File: config.mk
export PLATFORM = sky130hd
export DESIGN_NAME = gate_test_sequencer
export DESIGN_NICKNAME = d
export VERILOG_FILES = /design/src/rtl/gate_test_pkg.sv /design/src/rtl/hold_timer.sv /design/src/rtl/gate_test_sequencer.sv
export SDC_FILE = /design/constraint.sdc
export NUM_CORES = 1
export LEC_CHECK = 0
export BUFFER_PORTS_ARGS = -buffer_cell sky130_fd_sc_hd__buf_4
export CORE_ASPECT_RATIO = 0.75
export CORE_MARGIN = 5
export CORE_UTILIZATION = 30
export DETAILED_ROUTE_END_ITERATION = 12
export PLACE_DENSITY_LB_ADDON = 0.3
export SYNTH_ARGS = -nofsm -noshare
export SYNTH_HDL_FRONTEND = slang
export SYNTH_SLANG_ARGS = --single-unit
File: constraint.sdc
create_clock -name clk -period 2.1 [get_ports clk]
set_input_delay 0.21 -clock clk [delete_from_list [all_inputs] [get_ports clk]]
set_output_delay 0.21 -clock clk [all_outputs]
set_load 0.01 [all_outputs]
File: src/rtl/gate_test_pkg.sv
// Shared types and reference truth tables for the gate test sequencer.
// Truth tables are indexed by input vector: bit k is the expected output for stim == k.
package gate_test_pkg;

  typedef enum logic [1:0] {
    StIdle  = 2'd0,
    StHold  = 2'd1,
    StCheck = 2'd2,
    StDone  = 2'd3
  } state_e;

  localparam logic [1:0] TruthNot  = 2'b01;
  localparam logic [3:0] TruthAnd2 = 4'b1000;
  localparam logic [3:0] TruthOr2  = 4'b1110;
  localparam logic [3:0] TruthXor2 = 4'b0110;

endpackage

File: src/rtl/hold_timer.sv
// Loadable settle-time counter; tc flags the last of HOLD cycles since load.
module hold_timer #(
  parameter int unsigned HOLD = 4
) (
  input  logic clk,
  input  logic rst,
  input  logic load,
  input  logic en,
  output logic tc
);

  localparam int unsigned CntW = (HOLD > 1) ? $clog2(HOLD) : 1;

  logic [CntW-1:0] cnt_q, cnt_d;

  always_comb begin
    cnt_d = cnt_q;
    if (load) begin
      cnt_d = '0;
    end else if (en) begin
      cnt_d = cnt_q + CntW'(1);
    end
  end

  always_ff @(posedge clk) begin
    if (rst) begin
      cnt_q <= '0;
    end else begin
      cnt_q <= cnt_d;
    end
  end

  assign tc = (cnt_q == CntW'(HOLD - 1));

endmodule

File: src/rtl/gate_test_sequencer.sv
// Walks every input vector of a gate under test, lets it settle, then checks its
// output against TRUTH; reports error count and the first failing vector.
module gate_test_sequencer
  import gate_test_pkg::*;
#(
  parameter int unsigned             N_IN  = 1,
  parameter int unsigned             HOLD  = 4,
  parameter logic [(1<<N_IN)-1:0]    TRUTH = TruthNot
) (
  input  logic            clk,
  input  logic            rst,
  input  logic            start,
  input  logic            o,
  output logic [N_IN-1:0] stim,
  output logic            busy,
  output logic            done,
  output logic            pass,
  output logic [N_IN:0]   err_cnt,
  output logic [N_IN-1:0] fail_vec,
  output logic            fail_valid
);

  localparam logic [N_IN-1:0] LastVec = '1;

  state_e          state_q, state_d;
  logic [N_IN-1:0] vec_q, vec_d;
  logic [N_IN:0]   err_q, err_d;
  logic [N_IN-1:0] fvec_q, fvec_d;
  logic            fvalid_q, fvalid_d;
  logic            timer_load, timer_en, timer_tc;

  hold_timer #(
    .HOLD (HOLD)
  ) u_hold_timer (
    .clk  (clk),
    .rst  (rst),
    .load (timer_load),
    .en   (timer_en),
    .tc   (timer_tc)
  );

  always_comb begin
    state_d    = state_q;
    vec_d      = vec_q;
    err_d      = err_q;
    fvec_d     = fvec_q;
    fvalid_d   = fvalid_q;
    timer_load = 1'b0;
    timer_en   = 1'b0;
    unique case (state_q)
      StIdle, StDone: begin
        if (start) begin
          state_d    = StHold;
          vec_d      = '0;
          err_d      = '0;
          fvec_d     = '0;
          fvalid_d   = 1'b0;
          timer_load = 1'b1;
        end
      end
      StHold: begin
        if (timer_tc) begin
          state_d = StCheck;
        end else begin
          timer_en = 1'b1;
        end
      end
      StCheck: begin
        // o is only trusted here, after the vector has had HOLD cycles to settle.
        if (o != TRUTH[vec_q]) begin
          err_d = err_q + (N_IN + 1)'(1);
          if (!fvalid_q) begin
            fvec_d   = vec_q;
            fvalid_d = 1'b1;
          end
        end
        if (vec_q == LastVec) begin
          state_d = StDone;
        end else begin
          state_d    = StHold;
          vec_d      = vec_q + N_IN'(1);
          timer_load = 1'b1;
        end
      end
      default: state_d = StIdle;
    endcase
  end

  always_ff @(posedge clk) begin
    if (rst) begin
      state_q  <= StIdle;
      vec_q    <= '0;
      err_q    <= '0;
      fvec_q   <= '0;
      fvalid_q <= 1'b0;
    end else begin
      state_q  <= state_d;
      vec_q    <= vec_d;
      err_q    <= err_d;
      fvec_q   <= fvec_d;
      fvalid_q <= fvalid_d;
    end
  end

  // Outputs decode registered state only; nothing from o or start reaches them directly.
  always_comb begin
    stim = '0;
    busy = 1'b0;
    done = 1'b0;
    unique case (state_q)
      StHold, StCheck: begin
        stim = vec_q;
        busy = 1'b1;
      end
      StDone:  done = 1'b1;
      default: ;
    endcase
  end

  assign pass       = done && (err_q == '0);
  assign err_cnt    = err_q;
  assign fail_vec   = fvec_q;
  assign fail_valid = fvalid_q;

endmodule

==> results of run 1 <==
==> layer usage <==
layer / GRT usage / routed length (um)
met5: 0 / 0
met4: 0.0664 / 28
met3: 0.0440 / 68
met2: 0.148 / 499
met1: 0.109 / 512
==> critical path, cell delays in order, from the launching register on <==
cell,delay (ns)
sky130_fd_sc_hd__dfxtp_1,0.35
sky130_fd_sc_hd__inv_1,0.07
sky130_fd_sc_hd__ha_1,0.38
sky130_fd_sc_hd__nor2b_2,0.23
sky130_fd_sc_hd__a211oi_2,0.31
sky130_fd_sc_hd__mux2i_1,0.23
==> logic make-up after synthesis <==
kind of cell | after synthesis | share of synthesized area
multiplexers | 4 | 0.0726
XOR/XNOR | 2 | 0.0318
adder cells (fa/ha/maj) | 5 | 0.113
AND/OR/NAND/NOR | 23 | 0.259
flip-flops | 9 | 0.327
AO/OA/AOI/OAI | 12 | 0.147
buffers and inverters | 7 | 0.0499
==> cell type report <==
class | instances | area (um^2)
Clock buffer | 4 | 26.3
Fill cell | 170 | 1060
Inverter | 5 | 18.8
Multi-Input combinational cell | 46 | 344
Sequential cell | 9 | 180
Tap cell | 22 | 27.5
Timing Repair Buffer | 11 | 82.6
==> cells in the final DEF, fill, tap and decap left out, types with 2 or more instances in the layout <==
master | synthesis | layout
sky130_fd_sc_hd__inv_1 | 5 | 5
sky130_fd_sc_hd__dfxtp_1 | 9 | 9
sky130_fd_sc_hd__nand2b_1 | 6 | 6
sky130_fd_sc_hd__nor2_1 | 2 | 2
sky130_fd_sc_hd__nor3_1 | 2 | 2
sky130_fd_sc_hd__buf_4 | 0 | 11
sky130_fd_sc_hd__ha_1 | 5 | 5
sky130_fd_sc_hd__a21oi_1 | 4 | 4
sky130_fd_sc_hd__mux2i_1 | 4 | 4
sky130_fd_sc_hd__nand2_1 | 2 | 2
sky130_fd_sc_hd__and2_1 | 2 | 2
sky130_fd_sc_hd__o21ai_0 | 2 | 2
sky130_fd_sc_hd__clkbuf_4 | 0 | 3
sky130_fd_sc_hd__nand3b_1 | 4 | 4
==> power groups by stage <==
stage	logic (uW)	registers [uW]	clock network, uW
6_report	63.0	180	132
5_1_grt	73.0	180	149
4_1_cts	63.7	180	139
3_5_place_dp	63.7	184	0
3_3_place_gp	62.5	184	0
2_1_floorplan	46.8	183	0
==> flip-flops by register name, indices dropped and copies added, names as in the netlist <==
register and flops:
err_cnt 2, fail_valid 1, fail_vec 1, state_q 2
u_hold_timer.cnt_q 2, vec_q 1
==> worst paths after layout <==
path	start	end	slack, ns
setup / recovery	state_q[0]$_SDFFE_PP0P_	err_cnt[1]$_SDFFE_PP0P_	0.47
setup reg to reg	state_q[0]$_SDFFE_PP0P_	err_cnt[1]$_SDFFE_PP0P_	0.47
hold / removal	rst	vec_q$_SDFFE_PP0P_	0.20
hold reg to reg	fail_valid$_SDFFE_PP0P_	fail_valid$_SDFFE_PP0P_	0.49
==> metrics by stage <==
stage / utilization / area (um^2) / worst slack, ns / std cells / hold WS [ns]
finish: 0.390 / 679 / 0.466 / 97 / 0.196
global route: 0.390 / 679 / 0.345 / 97 / 0.197
CTS: 0.390 / 679 / 0.459 / 97 / 0.188
detailed placement: 0.375 / 653 / 0.478 / 93 / 0.467
global placement: 0.375 / 653 / 0.489 / 93 / 0.469
floorplan: - / 552 / 0.624 / 62 / 0.390
==> results by stage, run 1 <==
GRT:
- The first global-routing pass estimated between 1.5 and 2 mm of wire.
- The total routing usage reported by global routing is 0.0967.
- Entering global routing, the biggest net connects 13 pins.
- The initial antenna violation count is 0.
- The via count of the first global-routing pass is roughly 430.
- The total global routing overflow is 0.

STA:
- The top achievable clock speed is about 610 MHz.
- The hold violation total from the final report was 0.
- The number of pins with negative max-slew slack in the final report is 0.
- The clock period could shrink to 1.63 ns.
- Setup repair after global routing left no endpoint under its margin.
- For the final routed database, the setup TNS stands at 0 ns.
- The count of final setup violators is 0.
- The pin slew with the least headroom to its limit is ~0.4 ns.
- Across the routed clock network, the largest skew measured is slightly below 0.001 ns.
- Dividing the final minimum period by the clock period gives 0.778.
- The headroom to the max-slew limit is 0.740.

Floorplan:
- The die is between 50 and 60 um wide.
- The floorplan step defined a die boundary enclosing around 2800 um^2.
- The total number of placement rows is 13.
- 12 I/O pins were placed.
- The initial core utilization is 0.317.
- The core region area is roughly 1700 um^2.
- The vertical extent of the die is approximately 47 um.

Placed design:
- Input and output buffers added on the ports amount to 11.
- At the end of routability-driven placement, the weighted congestion stood at 0.770.
- After legalization and detailed placement, the total HPWL measured 817 um.

Drt:
- For this block, the routed nets add up to ~1.1 mm of wire.
- The count of antenna-violating nets left after detailed routing is 0.
- The number of optimization iterations in the first detailed-route pass is 3.
- After detailed routing, the average wire length per cell comes to 11.4 um.
- The violation count after the first detailed-routing iteration is 2.
- After detailed routing, the number of vias per cell comes to between 4 and 5.
- The detailed-route via count is 460.
- The post-detailed-route DRC marker count is 0.

Pwr:
- The share of total power dissipated in sequential elements is 0.480.
- The power density relative to cell area is approximately 550 nW/um^2.
- Summed over all nets, the switching power comes to around 95 uW.
- Of the total power, the share spent switching nets is 0.254.
- The maximum VDD drop is ~0.32 mV.
- The combinational cell fraction of total power is 0.168.
- Summed over all cells, the static leakage comes to approximately 0.00028 uW.
- The clock share of power is 0.351.
- The overall power consumption is about 370 uW.
- Cell internal power was estimated by the tool at 280 uW.

Logic synthesis:
- After technology mapping, the gate count stands at 62.
- The mapped cell area is about 550 um^2.
- The number of synthesized flops with an enable pin is 0.
- The synthesized flop and latch total is 9.
- The per-instance average area after synthesis is between 8 and 9 um^2.
- The count of distinct cell types in the synthesized netlist is 27.
- The largest total area in the synthesized netlist belongs to sky130_fd_sc_hd__dfxtp_1.
- The count of yosys warnings during synthesis is 0.
- Of the synthesized area, sequential elements account for 0.327.
- For this run, the leading register cell type out of synthesis is sky130_fd_sc_hd__dfxtp_1.
- In the post-synthesis netlist, the biggest area contributors are sky130_fd_sc_hd__dfxtp_1, sky130_fd_sc_hd__ha_1, sky130_fd_sc_hd__mux2i_1.
- The number of nets produced by synthesis is 71.
- The most frequent cell after synthesis is sky130_fd_sc_hd__dfxtp_1.
- The share of synthesized area in the top cell type comes to 0.327.
- The commonest cells after synthesis are sky130_fd_sc_hd__dfxtp_1, sky130_fd_sc_hd__nand2b_1, sky130_fd_sc_hd__ha_1, sky130_fd_sc_hd__inv_1.
- After synthesis, the share of flip-flops with an asynchronous set or reset is 0.

Finish:
- The number of antenna diodes is 0.
- Of the cells placed in the final design, the portion with a size suffix greater than 1 is 0.227.
- The net count of the finished layout is 85.
- The synthesis-to-finish area growth is 23.1%.

CTS:
- The post-CTS resize count is 0.
- In this run the number of H-tree levels came out at 1.
- The TritonCTS clock tree is done.
- The number of buffers created by CTS is 3.
- The master cell of the clock root buffer is sky130_fd_sc_hd__clkbuf_4.
- CTS saw 9 sinks.
- The clock reaches the later pin of the worst-skew pair after about 0.26 ns.
- Clock-pin slew was measured on the worst setup and hold paths at roughly 0.06 ns.
- The clock passes through at most 2 buffers.
- Hold repair after CTS inserted 0 buffers.
- The post-CTS setup-driven buffer insertion count is 0.

Setup path:
- STA puts the critical path data required time at between 2 and 2.5 ns.
- The worst setup path is launched from a flop.
- Of all nets on the critical path, the largest fanout is 7.
- The cell depth of the worst flop-to-flop path is 5.
- Data arrives at the worst endpoint at around 1.8 ns.
- The endpoint class of the critical path is a flop.
- The start-to-end type of the worst setup path is flop to flop.

Hold path:
- The instance count along the most critical hold path is 2.
- The class of the most critical hold timing path is input pin to flop.

Job:
- The count of maximum capacitance violations is 0.

Outcome:
- The run finished with clean final reports.
No activity file was read; power rests on OpenSTA's default activity.
==> run 2: changes to the inputs <==
==> constraint.sdc (replaced) <==
create_clock -name clk -period 1.4 [get_ports clk]
set_input_delay 0.14 -clock clk [delete_from_list [all_inputs] [get_ports clk]]
set_output_delay 0.14 -clock clk [all_outputs]
set_load 0.01 [all_outputs]
==> results by stage, run 2 (same netlist as run 1, synthesis figures left out) <==
STA:
- The hold violation total from the final report is 0 (unchanged).
- The routed design could run at a clock period as short as 1.34 ns.
- The count of final setup violators is 0 (unchanged).
- The clock skew after layout was 0.000654 ns (-0.000323 ns).
- The headroom to the max-slew limit came to 0.842 (+0.102).
- Setup repair after global routing could not meet its margin everywhere.
- The top achievable clock speed is about 750 MHz.
- The pin slew with the least headroom to its limit was 0.237 ns (-0.153 ns).
- The number of pins with negative max-slew slack in the final report is 0 (unchanged).
- The total negative setup slack is 0 ns (unchanged).
- The post-route clock period utilization is 0.954.
- The final worst hold slack was 0.113 ns (-0.0832 ns).
- The worst setup slack after layout is 0.0644 ns (-0.402 ns).

Floorplan:
- The I/O pin count was 12 (unchanged).
- The full die area was 2810 um^2 (unchanged).
- The total number of placement rows is 13 (unchanged).
- The die outline width came to 59.5 um (unchanged).
- The initial core utilization is 0.317 (unchanged).
- The vertical extent of the die was 47.1 um (unchanged).
- The core region area is 1740 um^2 (unchanged).

CTS:
- The clock slew at the register clock pins of the worst setup and hold paths came to 0.06 ns (about the same).
- The largest buffer count on any clock path was 2 (unchanged).
- The insertion delay of the later-clocked pin in the worst-skew pair was 0.26 ns (about the same).
- The number of buffers inserted by hold repair at cts was 0 (unchanged).
- The count of H-tree levels built during CTS came to 1 (unchanged).
- The master cell of the clock root buffer is sky130_fd_sc_hd__clkbuf_4.
- The number of clock sinks is 9 (unchanged).
- TritonCTS built the clock tree.
- The number of buffers created by CTS came to 3 (unchanged).

GRT:
- The total routing usage reported by global routing is 0.0995 (+0.00280).
- The pin count of the biggest net entering global routing came to 13 (unchanged).
- The global-route wire length before repair is 1.93 mm (+1.5%).
- The total global routing overflow is 0 (unchanged).
- The via count of the first global-routing pass is 438 (+2.1%).
- The initial antenna violation count is 0 (unchanged).

Pwr:
- The leakage power total is 0.000311 uW (+9.6%).
- The sequential share of power is 0.447 (-0.033).
- The clock share of power is 0.339 (-0.012).
- The power density relative to cell area is 810 nW/um^2 (+47%).
- The total internal power is 446 uW (+60%).
- The switching part of the total is 0.261 (+0.00711).
- The net switching component of the power is 158 uW (+66%).
- The combinational cell fraction of total power is 0.214 (+0.046).
- The overall power consumption is 604 uW (+61%).
- The maximum VDD drop is 0.582 mV (+83%).

Drt:
- The total wire length after detailed routing is 1.14 mm (+3.1%).
- The number of optimization iterations in the first detailed-route pass is 2 (-1).
- The detailed-route via count is 480 (+4.3%).
- The count of antenna-violating nets left after detailed routing came to 0 (unchanged).
- The routed wirelength normalized by instance count is 11.2 um (-2.0%).
- The post-detailed-route DRC marker count is 0 (unchanged).
- The violation count after the first detailed-routing iteration is 6 (+4).
- The number of vias per cell after detailed routing is 4.71 (-0.77%).

Finish:
- The most common library cell in the layout ignoring fill and taps is sky130_fd_sc_hd__buf_4.
- The fraction of final layout cells sized beyond drive strength 1 was 0.350 (+0.123).
- The synthesis-to-finish area growth is 35.1%.
- The net count of the finished layout came to 90 (+5.9%).
- The number of antenna diodes was 0 (unchanged).
- In the layout the commonest cells are sky130_fd_sc_hd__buf_4, sky130_fd_sc_hd__dfxtp_1, sky130_fd_sc_hd__nand2b_1.
- The post-route cell area was 746 um^2 (+9.8%).

Setup path:
- The endpoint class of the critical path is an output port.
- The critical path is of the flop to output port type.
- The data required time of the critical path came to 1.26 ns (-1.03 ns).
- The largest fanout on the critical path is 4 (-3).
- The worst setup path is launched from a flop.
- The endpoint arrival time on the critical path is 1.20 ns (-0.62 ns).

Job:
- The count of maximum capacitance violations is 0 (unchanged).

Placed design:
- The global placement routability congestion is 0.690 (-10%).
- The cell area reported after detailed placement is 697 um^2 (+6.7%).
- The number of buffers inserted by port buffering was 11 (unchanged).
- The HPWL after detailed placement is 853 um (+4.4%).
- The minimum setup slack after placement came to 0.0182 ns (-0.459 ns).

Outcome:
- The run finished with clean final reports.

Hold path:
- The class of the most critical hold timing path is input pin to flop.
[run 2: metal layers]
layer / track usage / share of wire
met1: 0.124 / 0.49
met2: 0.137 / 0.40
met3: 0.0632 / 0.091
met4: 0.0398 / 0.0087
met5: 0 / 0
[run 2: critical path: stages, from the launching register on]
cell and delay (ns):
sky130_fd_sc_hd__dfxtp_2 0.38, sky130_fd_sc_hd__ha_4 0.22, sky130_fd_sc_hd__buf_6 0.12, sky130_fd_sc_hd__nor2b_1 0.09, sky130_fd_sc_hd__buf_4 0.12
[run 2: final cells by class]
cell class / count / area, um^2
inverter: 5 / 18.8
timing repair buffer: 16 / 124
multi-input combinational: 46 / 367
fill: 171 / 995
clock buffer: 4 / 26.3
sequential: 9 / 183
tap: 22 / 27.5
[run 2: final timing paths]
kind,from,end,slack (ns),cells after the start
hold reg to reg,err_cnt[1]$_SDFFE_PP0P_,err_cnt[1]$_SDFFE_PP0P_,0.49,2
setup reg to reg,state_q[0]$_SDFFE_PP0P_,state_q[0]$_SDFFE_PP0P_,0.10,6
setup / recovery,state_q[1]$_SDFFE_PP0P_,stim,0.06,4
hold / removal,rst,state_q[1]$_SDFFE_PP0P_,0.11,2
[run 2: power groups by stage]
stage	registers (uW)	clock network [uW]	logic, uW
floorplan	276	0	75.2
global placement	275	0	118
detailed placement	276	0	117
CTS	270	213	119
global route	271	226	143
finish	270	205	129
[run 2: timing repair]
item / CTS / global route
pin swaps: 0 / 2
buffers inserted: 0 / 1
gates resized for setup: 1 / 4
hold endpoints to repair: 0 / 0
endpoints found under the setup margin: 1 / 8
[run 2: stage by stage]
stage,std cells,utilization
2_1_floorplan,62,-
3_3_place_gp,97,0.400
3_5_place_dp,97,0.400
4_1_cts,101,0.416
5_1_grt,102,0.428
6_report,102,0.428
==> run 3: changes to the inputs <==
--- a/config.mk
+++ b/config.mk
@@ -7,7 +7,6 @@
 export LEC_CHECK = 0
 export BUFFER_PORTS_ARGS = -buffer_cell sky130_fd_sc_hd__buf_4
 export CORE_ASPECT_RATIO = 0.75
-export CORE_MARGIN = 5
 export CORE_UTILIZATION = 30
 export DETAILED_ROUTE_END_ITERATION = 12
 export PLACE_DENSITY_LB_ADDON = 0.3
==> results by stage, run 3 (same netlist as run 1, synthesis figures left out) <==
Outcome:
- The run finished with clean final reports.

Finish:
- The library cell used most frequently in the layout, excluding fill and tap cells, is sky130_fd_sc_hd__buf_4.
- The fraction of final layout cells sized beyond drive strength 1 is 0.342 (-0.00823).
- The non-filler instance count after layout is 101 (-0.98%).
- In the layout the commonest cells are sky130_fd_sc_hd__buf_4, sky130_fd_sc_hd__dfxtp_1, sky130_fd_sc_hd__nand2b_1.
- The net count of the finished layout was 89 (-1.1%).
- The synthesis-to-finish area growth is 34.2%.
- The number of antenna diodes was 0 (unchanged).

CTS:
- CTS placed an instance of sky130_fd_sc_hd__clkbuf_4 at the clock tree root.
- The clock slew at the register clock pins of the worst setup and hold paths is 0.06 ns (about the same).
- The insertion delay of the later-clocked pin in the worst-skew pair is 0.27 ns (about the same).
- The number of buffers created by CTS was 3 (unchanged).
- The count of H-tree levels built during CTS is 1 (unchanged).
- The TritonCTS clock tree is done.
- The number of clock sinks was 9 (unchanged).
- The largest buffer count on any clock path came to 2 (unchanged).

Floorplan:
- The full die area is 2020 um^2 (-28%).
- The vertical extent of the die is 39.1 um (-17%).
- The core region area is 1720 um^2 (-0.93%).
- The total number of placement rows is 13 (unchanged).
- The die outline width came to 51.5 um (-13%).
- The I/O pin count is 12 (unchanged).
- The initial core utilization came to 0.320 (+0.00299).

STA:
- The post-route clock period utilization is 0.973 (+0.0188).
- The headroom to the max-slew limit is 0.850 (+0.00891).
- The top achievable clock speed is 734 MHz (-1.9%).
- The count of final setup violators is 0 (unchanged).
- The number of pins with negative max-slew slack in the final report is 0 (unchanged).
- The clock skew after layout is 0.00396 ns (+0.00331 ns).
- Setup repair after global routing could not meet its margin everywhere.
- The pin slew with the least headroom to its limit is 0.224 ns (-0.0133 ns).
- The post-route minimum period is 1.36 ns (+0.0263 ns).
- The hold violation total from the final report is 0 (unchanged).

Drt:
- The detailed-route via count is 470 (-2.1%).
- The number of optimization iterations in the first detailed-route pass is 4 (+2).
- The violation count after the first detailed-routing iteration is 3 (-3).
- The number of vias per cell after detailed routing is 4.65 (-1.1%).
- The routed wirelength normalized by instance count came to 11.6 um (+3.4%).
- The count of antenna-violating nets left after detailed routing is 0 (unchanged).
- The post-detailed-route DRC marker count came to 0 (unchanged).
- The total wire length after detailed routing is 1.17 mm (+2.4%).

Pwr:
- The overall power consumption is 603 uW (-0.14%).
- The power density relative to cell area is 814 nW/um^2 (+0.54%).
- The maximum VDD drop is 0.385 mV (-34%).
- The leakage power total is 0.000308 uW (-0.74%).

Placed design:
- The cell total after placement was 96 (-1.0%).
- The global placement routability congestion came to 0.772 (+12%).
- The number of buffers inserted by port buffering was 11 (unchanged).
- The HPWL after detailed placement is 832 um (-2.5%).

GRT:
- The total global routing overflow is 0 (unchanged).
- The initial antenna violation count is 0 (unchanged).
- The pin count of the biggest net entering global routing is 13 (unchanged).
- The global-route wire length before repair was 1.98 mm (+2.5%).
- The via count of the first global-routing pass is 436 (-0.46%).
- The total routing usage reported by global routing was 0.143 (+0.0433).

Setup path:
- The largest fanout on the critical path was 6 (+2).
- The reg-to-reg setup timing slack came to 0.04 ns (-0.06 ns).
- The data required time of the critical path is 1.60 ns (+0.34 ns).
- The endpoint class of the critical path is a flop.
- The endpoint arrival time on the critical path is 1.56 ns (+0.36 ns).
- The cell depth of the worst flop-to-flop path was 5 (-1).
- The start-to-end type of the worst setup path is flop to flop.
- STA classifies the critical path startpoint as a flop.

Hold path:
- The instance count along the most critical hold path is 2 (unchanged).
- The worst hold path belongs to the class input pin to flop.

Job:
- The count of maximum capacitance violations is 0 (unchanged).
==> run 3: worst paths after layout <==
check                          startpoint                       to
setup / recovery  state_q[1]$_SDFFE_PP0P_  err_cnt[0]$_SDFFE_PP0P_
hold / removal                        rst  state_q[1]$_SDFFE_PP0P_
setup reg to reg  state_q[1]$_SDFFE_PP0P_  err_cnt[0]$_SDFFE_PP0P_
hold reg to reg   err_cnt[0]$_SDFFE_PP0P_  err_cnt[0]$_SDFFE_PP0P_
==> run 3: cell type report <==
| class | count | area [um^2] |
|---|---|---|
| Sequential cell | 9 | 185 |
| Multi-Input combinational cell | 46 | 367 |
| Timing Repair Buffer | 15 | 116 |
| Inverter | 5 | 18.8 |
| Clock buffer | 4 | 26.3 |
| Fill cell | 187 | 983 |
| Tap cell | 22 | 27.5 |
==> run 3: critical path, stage by stage, from the launching register on <==
cell and delay, ns:
sky130_fd_sc_hd__dfxtp_4 0.36, sky130_fd_sc_hd__ha_4 0.24, sky130_fd_sc_hd__nor2b_4 0.14, sky130_fd_sc_hd__a211oi_2 0.21, sky130_fd_sc_hd__buf_4 0.17, sky130_fd_sc_hd__mux2i_1 0.17
==> run 3: layer usage <==
layer / wire (um) / vias up / GRT usage
met1: 609 / 208 / 0.190
li1: - / 246 / -
met4: 14 / 0 / 0.0405
met3: 70 / 2 / 0.0588
met5: 0 / - / 0
met2: 475 / 14 / 0.208
==> run 3: power breakdown <==
group	total, uW	leakage (uW)	switching [uW]	internal (uW)
registers	268	0.0000740	5.50	263
logic	126	0.000219	58.1	68.3
clock network	208	0.0000150	97.9	110
==> run 3: timing repair <==
item                       CTS  global route
setup endpoints to repair    4             7
pin swaps                    2             1
resized for setup            3             3
hold buffers                 0             0
buffers inserted             1             0
==> run 3: stage by stage <==
stage	setup TNS (ns)	cell area (um^2)	setup slack (ns)	utilization	hold WS [ns]
floorplan	0	566	0.0134	-	0.320
finish	0	741	0.0381	0.430	0.120
CTS	0	731	0.00621	0.424	0.117
global route	-0.0988	741	-0.0407	0.430	0.122
global placement	0	689	0.0341	0.400	0.401
detailed placement	-0.0473	689	-0.0280	0.400	0.406
